<file path="src/rtl/bcd_countdown.sv">
// BCD down-counter with IDLE/RUN/PAUSE control.
// The count is a cascade of DIGITS BCD digits and decrements with ripple
// borrow. Load has top priority in every state and clamps digits above 9.
// When the count reaches zero the block returns to IDLE and pulses Done.
module bcd_countdown #(
    parameter int DIGITS = 4
) (
    input  logic                  Clk,
    input  logic                  Rst_n,
    input  logic                  Load,
    input  logic [4*DIGITS-1:0]   Din,
    input  logic                  Start,
    input  logic                  Pause,
    input  logic                  Bin,
    output logic [4*DIGITS-1:0]   q,
    output logic                  Bout,
    output logic                  Busy,
    output logic                  Done
);

    localparam int W = 4 * DIGITS;
    localparam logic [W-1:0] COUNT_ONE = W'(1);

    typedef enum logic [1:0] {
        IDLE  = 2'd0,
        RUN   = 2'd1,
        PAUSE = 2'd2
    } state_e;

    state_e         state_q, state_d;
    logic [W-1:0]   count_q, count_d;
    logic           done_q, done_d;

    logic [W-1:0]   decCount;
    logic [W-1:0]   loadValue;
    logic           countIsZero;
    logic           countIsOne;

    assign countIsZero = (count_q == '0);
    assign countIsOne  = (count_q == COUNT_ONE);

    // Ripple-borrow BCD decrement: a zero digit wraps to 9 and passes the
    // borrow upward, the first non-zero digit absorbs it.
    always_comb begin : decrementLogic
        logic       borrow;
        logic [3:0] digit;
        borrow   = 1'b1;
        digit    = 4'd0;
        decCount = '0;
        for (int i = 0; i < DIGITS; i++) begin
            digit = count_q[4*i +: 4];
            if (borrow) begin
                if (digit == 4'd0) begin
                    decCount[4*i +: 4] = 4'd9;
                end else begin
                    decCount[4*i +: 4] = digit - 4'd1;
                    borrow = 1'b0;
                end
            end else begin
                decCount[4*i +: 4] = digit;
            end
        end
    end

    // Preset clamp: any non-BCD nibble on Din is stored as 9.
    always_comb begin : loadClamp
        loadValue = '0;
        for (int i = 0; i < DIGITS; i++) begin
            if (Din[4*i +: 4] > 4'd9) begin
                loadValue[4*i +: 4] = 4'd9;
            end else begin
                loadValue[4*i +: 4] = Din[4*i +: 4];
            end
        end
    end

    // State, count and Done registers; reset aborts any countdown at once.
    always_ff @(posedge Clk or negedge Rst_n) begin
        if (!Rst_n) begin
            state_q <= IDLE;
            count_q <= '0;
            done_q  <= 1'b0;
        end else begin
            state_q <= state_d;
            count_q <= count_d;
            done_q  <= done_d;
        end
    end

    // Next-state logic: Load overrides everything, Pause beats Bin in RUN,
    // and the terminal decrement drops straight back to IDLE with Done.
    always_comb begin
        state_d = state_q;
        count_d = count_q;
        done_d  = 1'b0;
        if (Load) begin
            count_d = loadValue;
            state_d = IDLE;
        end else begin
            unique case (state_q)
                IDLE: begin
                    if (Start && !countIsZero) begin
                        state_d = RUN;
                    end
                end
                RUN: begin
                    if (Pause) begin
                        state_d = PAUSE;
                    end else if (Bin && !countIsZero) begin
                        count_d = decCount;
                        if (countIsOne) begin
                            state_d = IDLE;
                            done_d  = 1'b1;
                        end
                    end
                end
                PAUSE: begin
                    if (Start) begin
                        state_d = RUN;
                    end
                end
                default: begin
                    state_d = IDLE;
                end
            endcase
        end
    end

    // Combinational status outputs derived from the current state and inputs.
    always_comb begin
        Busy = (state_q != IDLE);
        Bout = (state_q == RUN) && Bin && !Pause && !Load && countIsOne;
    end

    assign q    = count_q;
    assign Done = done_q;

endmodule

</file>
<file path="config.mk">
export PLATFORM = sky130hd
export DESIGN_NAME = bcd_countdown
export DESIGN_NICKNAME = d
export VERILOG_FILES = /design/src/rtl/bcd_countdown.sv
export SDC_FILE = /design/constraint.sdc
export NUM_CORES = 1
export LEC_CHECK = 0
export ABC_AREA = 1
export BUFFER_PORTS_ARGS = -buffer_cell sky130_fd_sc_hd__buf_2
export CELL_PAD_IN_SITES_DETAIL_PLACEMENT = 2
export CELL_PAD_IN_SITES_GLOBAL_PLACEMENT = 2
export CORE_MARGIN = 4
export CORE_UTILIZATION = 25
export DETAILED_ROUTE_END_ITERATION = 8
export GPL_TIMING_DRIVEN = 0
export PLACE_DENSITY = 0.8
export SYNTH_ARGS = -nofsm -noshare
export SYNTH_HDL_FRONTEND = slang
export SYNTH_SLANG_ARGS = --single-unit
</file>
<file path="constraint.sdc">
create_clock -name Clk -period 1.2 [get_ports Clk]
set_clock_uncertainty 0.05 [all_clocks]
set_input_delay 0.18 -clock Clk [delete_from_list [all_inputs] [get_ports Clk]]
set_output_delay 0.18 -clock Clk [all_outputs]
set_load 0.01 [all_outputs]
</file>
# [Yosys cells after proc, flatten, opt, wreduce, memory -nomap -nowiden]
# Cells that the tools add are included.
[op_classes] addsub=4 mul=0 n_div=0 order_cmp=4 n_eq_ne=8 n_shift=0 mux=32 n_bitwise=0 reduce_logical=26
[ops] cell="$mux W16" count=4
[ops] cell="$mux W4" count=11
[ops] cell="$eq A16 B1 Y1 const B" count=1
[ops] cell="$gt A4 B4 Y1 const B" count=4
[ops] cell="$logic_not A16 Y1" count=1
[ops] cell="$logic_not A4 Y1" count=4
[ops] cell="$reduce_and A4 Y1" count=4
[ops] cell="$sub A4 B1 Y4 const B" count=4
[ops] cell="$mux W2" count=6
[ops] cell="$reduce_bool A2 Y1" count=6
[ops] cell="$mux W1" count=10
[ops] cell="$ne A4 B4 Y1 const B" count=2
[ops] cell="$logic_and A1 B1 Y1" count=6
[ops] cell="$ne A3 B3 Y1 const B" count=2
[ops] cell="$pmux W2 S3" count=1
[ops] cell="$logic_not A1 Y1" count=3
[ops] cell="$reduce_and A3 Y1" count=1
[ops] cell="$eq A2 B1 Y1 const B" count=1
[ops] cell="$eq A2 B2 Y1 const B" count=1
[ops] cell="$logic_not A2 Y1" count=1
[ops] cell="$ne A2 B2 Y1 const B" count=1
[word_totals] ff_bits=19 latchBits=0 ram_bits=0 mem_bits_ro=0 inputBits=22 out_inout_bits=19 wordCells=80 mem_count=0

# [Depth between registers and ports, before layout]
# Gate-level depths: netlist of the first run.
[logic_depth] depth_word=9 ltp_mapped=8 depth_no_buf=8

# [Worst setup path before layout of the first run]
# Ideal clock, no wire load.
[synth_timing] kind="reg2reg" start="reg count_q[5] (netlist: q[5])" end="reg count_q[1] (netlist: q[1])" setup_time_ns=0.119 arrival_time_ns=1.210 required_time_ns=1.031 slack_ns=-0.179 stages_incl_launch_ff=9 n_path_buf=0 synth_period_minus_slack_ns=1.379 path_cell_list="dfrtp_1 -> nor2_4 -> nand2_4 -> nor2_8 -> nand2_4 -> nand2_4 -> nand2_4 -> nand2_1 -> o21ai_2"
[synth_between] elab_chain_len=5
[synth_rtl] element="from (decl)" line="31" rtl="logic [W-1:0] count_q, count_d;"
[synth_rtl] element="from (signal assigned)" line="85" rtl="count_q <= count_d;"
[synth_rtl] element="$logic_not A16 Y1" line="39" rtl="assign countIsZero = (count_q == '0);"
[synth_rtl] element="$logic_not A1 Y1" line="109" rtl="end else if (Bin && !countIsZero) begin"
[synth_rtl] element="$logic_and A1 B1 Y1" line="109"
[synth_rtl] element="$reduce_bool A2 Y1 (no source line)"
[synth_rtl] element="$reduce_and A3 Y1 (no source line)"
# Every way passes these cells.
# A chain may end at the register's enable or synchronous reset.

# [Worst setup path in the final report of the first run]
[layout_timing] start="reg count_q[3] (netlist: q[3])" end="out Bout"
[layout_between] elab_chain_len=2
[layout_rtl] element="$eq A16 B1 Y1" line="40" rtl="assign countIsOne = (count_q == COUNT_ONE);"
[layout_rtl] element="$logic_and A1 B1 Y1" line="132" rtl="Bout = (state_q == RUN) && Bin && !Pause && !Load && countIsOne;"
[layout_rtl] element="to (decl)" line="16" rtl="output logic Bout,"
# Every way passes these cells.

==> results.txt, run 1 <==
Worst-path clk slew = 0.09 ns
Power Total = 0.002646 W
Post-synth cell types = 27
DP Worst Slack = -0.3594 ns
Ports = 41
H-tree levels = 1
Final Cycle Share = 137.1%
Post-layout min period = 1.645 ns
Syn avg cell area = 7.436 µm²
Slew headroom = 68.03%
CTS root buf = clkbuf_8
EDFF count, synth = 0
Mux cell area share after synthesis = 0%
Area grow syn2layout = 50.74%
Worst-Margin Slew = 0.4795 ns
Commonest cells in the netlist = nand2_1, nand3_1, dfrtp_1
Setup CP Type = reg -> out
Pin count of the biggest net entering global routing = 20
CTS tree = built
# port buffers = 40
Synthesized area = 0.001443 mm²
CP delay by family, top = simple AND/OR/NAND/NOR gates
Top_reg_cell synth = dfrtp_1
Dpl cells = 306
Max VDD drop = 0.0003970 V
Synth top area cells = dfrtp_1, nand2_1, nand3_1
Core box area = 0.005540 mm²
WL final = 5546 µm
Ys async rst share = 100.0%
N_diodes = 0
Worst-path maximum fanout = 2
Synth Area in Compound Gates = 10.93%
Vias in the first global route = 1,753
CTS Buffer Depth = 2
First-pass GRT wire length = 8721 µm
Xor/xnor cell area share of the yosys netlist = 1.821%
Largest family of logic cells by synthesized area = simple AND/OR/NAND/NOR gates
Top-count cell post-synth = nand2_1
Critical Path, Cell by Cell = nor2_4 -> inv_2 -> nor3_4 -> nand2_2 -> nor2_2 -> buf_2
Row count = 27
Vias = 1,562
Outcome = finished with violations
Max incr delay on CP = 0.42 ns
Clk_lat worst skew = 0.27 ns
Vias per cell = 4.691
GR Util All Layers = 15.22%
Final Max Slew Viols = 0
Arrival @ worst endpoint = 1.41 ns
Clk sink count = 19
Max cap viols = 0
# setup viols final = 20
CP Data Required Time = 0.97 ns
Num CTS Buffers = 3
Seq/Total Area, Yosys = 32.96%
Number of nets in the layout = 284
Synth Register Bits = 19
Area fraction in and, or, nand and nor cells after synthesis = 47.61%
Total die area = 0.007050 mm²
Initial Utilization = 26.04%
Hpwl dp = 3718 µm
Worst Hold Class = in -> reg
Die width = 83.97 µm
Gp weighted congestion = 0.7879
Cells after Synth = 194
Global route overflow = 0
CP Capture Type = primary output
FMAX = 607.9 MHz
Yosys Warn Count = 0
Cell area power density = 1217 mW/mm²
CP startpoint kind = flop
DR iter-0 viols = 34
WP buf/inv = 2
Max stage delay cell, worst path = dfrtp_1
Violated checks = setup timing
Area leader, netlist = dfrtp_1
RSZ-0062 raised after global routing = yes
DR WL/cell = 16.65 µm
Synthesized net count = 216
Worst Slack Setup Final = -0.4449 ns
Hold violation total from the final report = 0
Initial antenna violation count = 0
Adder-cell share of the synthesized area = 0%
DR DRC count = 0
DIE HEIGHT = 83.97 µm
Share of cells above drive strength 1 = 51.34%
Routed Antenna Nets = 0
P_leak = 1.136 nW
Post-synth top area share = 32.96%
Drt first pass iters = 4
Non-Filler Instances = 333
==> layout make-up <==
class                      instances  area [µm²]
fill                             643        3366
multi-input combinational        153       996.0
timing repair buffer              63       456.7
tap                               72       90.09
sequential                        19       488.0
buffer                             4       28.78
inverter                          18       70.07
clock buffer                       4       45.04
==> logic make-up (layout without fill, tap and decap cells) <==
group                  after synthesis  in the layout
AO/OA/AOI/OAI                       27             27
AND/OR/NAND/NOR                    123            123
XOR/XNOR                             3              3
flip-flops                          19             19
buffers and inverters               22             89
==> metal layers <==
metal / GRT usage, % / share of wire, %
met5: 0 / 0
met4: 4.240 / 1.6
met2: 28.63 / 54
met3: 2.073 / 2.1
met1: 17.79 / 42
==> worst reg2reg max path, cell delays in order, from the launching register on <==
cell and delay [ns]:
dfrtp_2 0.44, nor2_4 0.15, nand2_4 0.07, buf_4 0.16
nor2_8 0.15, nand2_4 0.11, nand3_4 0.12, nand2_4 0.09
nand2_2 0.07, nand2_1 0.05
==> final timing paths <==
kind,start,endpoint,slack (ns),depth (start not counted)
max,q[3],Bout,-0.44,6
max in group asynchronous,Rst_n,q[4],0.39,2
max reg2reg,q[4],q[9],-0.37,9
min in group asynchronous,Rst_n,q[12],0.35,2
min reg2reg,q[10],q[10],0.53,2
min,Start,state_q[1],0.05,2
==> flip-flops by register name, indices dropped and copies added (netlist names) <==
register  flops
Done          1
state_q       2
q            16
==> cells in the final DEF (no fill, tap or decap), types with 2 or more instances in the layout <==
| master | instances |
|---|---|
| clkbuf_8 | 4 |
| nor2_2 | 4 |
| inv_2 | 3 |
| a21oi_1 | 7 |
| buf_4 | 12 |
| inv_1 | 14 |
| dfrtp_1 | 9 |
| buf_2 | 36 |
| nand3_1 | 24 |
| o21ai_2 | 3 |
| nor2_8 | 3 |
| nand3_4 | 2 |
| xor2_1 | 3 |
| o21ai_0 | 12 |
| nor2_4 | 7 |
| nand3_2 | 2 |
| buf_6 | 17 |
| a22oi_1 | 2 |
| nand2_2 | 16 |
| nor2_1 | 8 |
| dfrtp_2 | 10 |
| nand2_4 | 10 |
| nand2_1 | 41 |
==> where the power goes <==
| group | leakage, nW | internal [W] | switching [W] |
|---|---|---|---|
| Combinational | 0.885 | 0.000579 | 0.000697 |
| Sequential | 0.228 | 0.000748 | 0.000136 |
| Clock | 0.0228 | 0.000237 | 0.000249 |
| Total | 1.14 | 0.00156 | 0.00108 |
==> through the flow <==
stage / utilization, % / TNS, ns / hold slack, ns / instance area [µm²]
2_1_floorplan: - / -1.864 / -0.1656 / 1483
3_3_place_gp: 32.00 / -3.978 / 0.1233 / 1773
3_5_place_dp: 32.00 / -4.606 / 0.1256 / 1773
4_1_cts: 36.36 / -6.136 / 0.04638 / 2014
5_1_grt: 39.25 / -7.654 / 0.04352 / 2175
6_report: 39.25 / -6.287 / 0.04921 / 2175
==> timing repair <==
item | in CTS | in global routing
endpoints found under the setup margin | 20 | 28
buffers inserted | 16 | 9
endpoints found under the hold margin | 19 | 0
hold buffers | 1 | 0
pin swaps | 12 | 14
cloned | 0 | 0
resized for setup | 21 | 35
Note: power is estimated with default switching activity, not from simulation.
==> run 2, diff against run 1 <==
Settings changed: CORE_UTILIZATION 25 to 28, PLACE_DENSITY 0.8 to 0.84.
Clock period 1.2 ns to 1.6 ns, I/O delays scaled along.
==> run 2 against run 1 <==
The run still ends with setup timing left. Die area decreased by 9.7%. Register-to-register slack improved by 0.37 ns. Count of clock-buffer cells in the layout decreased by 1. Combinational power decreased by 33%. Sequential power decreased by 27%. Power decreased by 30%. Core utilization increased by 2.3 points. Clock power decreased by 26%. Worst hold slack improved by 0.081 ns. Via count increased by 0.77%. Final area decreased by 7.3%. First-iteration DRC count decreased by 21%. Largest power group unchanged.
==> results.txt, run 2 (synthesis gave the netlist of run 1 again) <==
Vias per cell = 4.813
Global route overflow = 0
First-pass GRT wire length = 8611 µm
Initial antenna violation count = 0
N_diodes = 0
Setup CP Type = reg -> out
Core box area = 0.004848 mm²
RSZ-0062 raised after global routing = yes
Final Max Slew Viols = 0
CP startpoint kind = flop
P_leak = 1.120 nW
DR iter-0 viols = 27
Post-layout min period = 1.652 ns
CTS root buf = clkbuf_8
CP Capture Type = primary output
Worst-path maximum fanout = 2
Worst-path clk slew = 0.08 ns
FMAX = 605.4 MHz
Row count = 25
Slew headroom = 68.04%
Clk sink count = 19
Routed Antenna Nets = 0
DP Worst Slack = -0.04472 ns
Worst-Margin Slew = 0.4795 ns
Ports = 41
Number of nets in the layout = 283
Setup TNS = -0.05659 ns
Share of cells above drive strength 1 = 42.69%
Fin area = 0.002016 mm²
Commonest non-fill, non-tap cell in the layout = nand2_1
Hold violation total from the final report = 0
Cell area power density = 920.2 mW/mm²
DIE HEIGHT = 79.78 µm
# port buffers = 40
GR Util All Layers = 17.44%
Violated checks = setup timing
Arrival @ worst endpoint = 1.36 ns
Outcome = finished with violations
Placed Instance Area = 0.001727 mm²
CTS Buffer Depth = 2
Worst Slack Setup Final = -0.05169 ns
Hpwl dp = 3742 µm
# fillers = 593
Final Cycle Share = 103.2%
Clk_lat worst skew = 0.27 ns
CP Data Required Time = 1.31 ns
Vias in the first global route = 1,751
Gp weighted congestion = 0.7580
Area grow syn2layout = 39.72%
Max cap viols = 0
Num CTS Buffers = 3
Initial Utilization = 29.75%
Core Util, Final = 41.57%
Max VDD drop = 0.0003574 V
Commonest non-fill, non-tap cells in the layout = nand2_1, buf_2, nand3_1
Total die area = 0.006365 mm²
DR WL/cell = 16.28 µm
Minimum hold slack = 0.1299 ns
Number of flip-flops in the largest register = 16
Worst Hold Class = in -> reg
Pin count of the biggest net entering global routing = 20
# setup viols final = 3
CTS tree = built
H-tree levels = 1
Die width = 79.78 µm
WL final = 5322 µm
Vias = 1,574
Drt first pass iters = 4
DR DRC count = 0
## run 2: per-layer routing
metal	part of all wire, %	wire length (µm)	track usage (%)
met1	44	2353	21.52
met2	52	2766	32.72
met3	3.3	174	1.919
met4	0.51	27	3.041
met5	0	0	0
## run 2: repair_timing
action	in CTS	in global routing
setup endpoints to repair	1	16
hold endpoints to repair	19	0
hold buffers	1	0
resized for setup	15	8
pin swaps	6	6
setup buffers	19	2
## run 2: final cells by class
| class | instances | area (µm²) | share of cell area, % |
|---|---|---|---|
| buffer | 4 | 28.78 | 1.428 |
| tap | 67 | 83.83 | 4.159 |
| clock buffer | 3 | 41.29 | 2.048 |
| timing repair buffer | 62 | 374.1 | 18.56 |
| sequential | 19 | 480.5 | 23.84 |
| inverter | 18 | 67.56 | 3.352 |
| clock inverter | 1 | 5.005 | 0.2483 |
| multi-input combinational | 153 | 934.6 | 46.37 |
## run 2: worst paths after layout
path / start / endpoint / slack, ns / cells past startpoint
max in group asynchronous: Rst_n / q[3] / 0.72 / 2
worst max-delay path: q[3] / Bout / -0.05 / 6
worst min register to register: q[1] / q[1] / 0.55 / 2
min in group asynchronous: Rst_n / q[11] / 0.42 / 2
worst min-delay path: Start / state_q[1] / 0.13 / 2
worst max register to register: q[1] / q[0] / 0 / 9
## run 2: report_power, final
part           internal (W)  leakage [nW]  switching (W)
combinational      0.000356         0.860       0.000498
clock              0.000174        0.0255       0.000186
sequential         0.000556         0.235      0.0000849
total               0.00109          1.12       0.000769
## run 2: through the flow
stage	total power, W	instances
CTS	0.001843	325
floorplan	0.001072	194
global route	0.001992	327
finish	0.001855	327
global placement	0.001271	301
detailed placement	0.001307	301
## run 2: worst max-delay path, cell delays in order (launching register included)
cell and delay (ns):
dfrtp_2 0.43, nor2_4 0.14, inv_2 0.05, nor3_4 0.20, nand2_4 0.08, nor2_4 0.09
buf_6 0.10
==> run 3, diff against run 2 <==
Settings changed: PLACE_DENSITY 0.84 to 0.76.
==> run 3 against run 2 <==
The flow still finishes with violations (setup timing). Register-to-register slack improved by 0.02 ns. Clock power is 3% lower. Sequential cell count stayed put. Setup slack got worse by 0.016 ns. Power up 0.73%. Die area stayed put. Final area is 2.2% higher. Via count is 0.44% higher. Routed wire length is 1.8% lower. Critical endpoint unchanged. Largest cell class unchanged.
==> results.txt, run 3 (synthesis gave the netlist of run 1 again) <==
Pin count of the biggest net entering global routing = 20
Total die area = 0.006365 mm²
Slew headroom = 68.55%
DR DRC count = 0
Initial antenna violation count = 0
Number of nets in the layout = 286
CTS root buf = clkbuf_8
Dpl cells = 301
Gp weighted congestion = 0.7795
Max cap viols = 0
P_leak = 1.122 nW
Worst-Margin Slew = 0.4718 ns
Outcome = finished with violations
Hpwl dp = 3540 µm
Row count = 25
Global route overflow = 0
Max stage delay cell, worst path = dfrtp_1
Combinational power share = 47.1%
P_sw = 0.0007556 W
DR WL/cell = 15.83 µm
Initial Utilization = 29.75%
Cell area power density = 907.2 mW/mm²
Worst-path maximum fanout = 3
# setup viols final = 1
Worst-path clk slew = 0.08 ns
Vias = 1,581
Ports = 41
CP Data Required Time = 1.31 ns
Sw frac = 40.44%
Num CTS Buffers = 3
Area grow syn2layout = 42.76%
Final Cycle Share = 104.2%
Number of flip-flops in the largest register = 16
Sequential Power Share = 34.2%
Arrival @ worst endpoint = 1.38 ns
Core box area = 0.004848 mm²
FMAX = 599.7 MHz
CP startpoint kind = flop
RSZ-0062 raised after global routing = yes
Commonest non-fill, non-tap cell in the layout = nand2_1
Drt first pass iters = 4
Die width = 79.78 µm
Vias per cell = 4.791
# port buffers = 40
Post-layout min period = 1.667 ns
Commonest non-fill, non-tap cells in the layout = nand2_1, buf_2, nand3_1
CP Capture Type = primary output
Routed Antenna Nets = 0
DR iter-0 viols = 37
Setup CP Type = reg -> out
GR Util All Layers = 16.90%
Non-Filler Instances = 330
CTS Buffer Depth = 2
Max VDD drop = 0.0004803 V
Vias in the first global route = 1,734
WL final = 5225 µm
Clk sink count = 19
Critical Path, Cell by Cell = nor2_4 -> nand2_4 -> nor2_8 -> nand2_2 -> nor2_2 -> buf_2
Hold violation total from the final report = 0
N_diodes = 0
Max incr delay on CP = 0.42 ns
DIE HEIGHT = 79.78 µm
Clock group share of total power = 18.6%
CTS tree = built
Clk_lat worst skew = 0.26 ns
Setup TNS = -0.06747 ns
Worst Slack Setup Final = -0.06747 ns
Worst Hold Class = in -> reg
Final Max Slew Viols = 0
H-tree levels = 1
Violated checks = setup timing
Internal power consumption = 0.001113 W
First-pass GRT wire length = 8349 µm
Share of cells above drive strength 1 = 46.77%
[run 3: changes by cell type in the layout (fill, tap and decap cells not counted), moves of 2 or more]
cell / change
nand2_1: -11
buf_4: +2
nand2_2: +12
nand2_4: -2
[run 3: final cells by class]
cell class / instances / area, µm²
inverter: 18 / 67.56
timing repair buffer: 65 / 394.1
tap: 67 / 83.83
clock buffer: 4 / 45.04
fill: 578 / 2789
multi-input combinational: 153 / 958.4
sequential: 19 / 481.7
buffer: 4 / 28.78
[run 3: power by group through the flow]
stage,Sequential (W),Combinational (W),Clock [W]
6_report,0.000640,0.000880,0.000348
4_1_cts,0.000639,0.000817,0.000373
5_1_grt,0.000654,0.000980,0.000383
2_1_floorplan,0.000677,0.000395,0
3_5_place_dp,0.000660,0.000634,0
3_3_place_gp,0.000657,0.000618,0
[run 3: layer usage]
layer | vias up | track usage [%] | wire length [µm]
li1 | 774 | - | -
met1 | 778 | 19.59 | 2065
met2 | 25 | 32.14 | 2950
met3 | 4 | 2.596 | 141
met4 | 0 | 4.054 | 67
met5 | - | 0 | 0
[run 3: what timing repair did]
action,4_1_cts,5_1_grt
hold buffers,1,0
pin swaps,8,10
resized for setup,19,14
setup endpoints to repair,1,17
gates cloned,0,0
hold endpoints to repair,19,0
buffers inserted,16,9
[run 3: worst max-delay path, delay by kind of cell (launching register included)]
kind	cells	cell delay (ns)
buffers and inverters	1	0.13
DFF	1	0.42
and+or+nand+nor	5	0.57
[run 3: final timing paths]
path | startpoint | end | slack [ns] | cells after the start
max | q[13] | Bout | -0.07 | 6
max reg2reg | q[1] | q[10] | 0.02 | 9
max in group asynchronous | Rst_n | q[2] | 0.73 | 2
min in group asynchronous | Rst_n | q[11] | 0.41 | 2
min | Start | state_q[1] | 0.13 | 2
min reg2reg | q[1] | q[1] | 0.54 | 2
[run 3: stage by stage]
stage | utilization, % | setup WS [ns] | hold WS, ns | cell area [µm²] | power, W
after floorplan | - | 0.1789 | -0.1056 | 1443 | 0.001072
after global placement | 35.61 | 0.01033 | 0.1817 | 1727 | 0.001276
after detailed placement | 35.61 | 0.002511 | 0.1785 | 1727 | 0.001294
after CTS | 40.59 | -0.1439 | 0.1152 | 1968 | 0.001829
after global routing | 42.48 | -0.1673 | 0.1199 | 2059 | 0.002017
final | 42.48 | -0.06747 | 0.1262 | 2059 | 0.001868
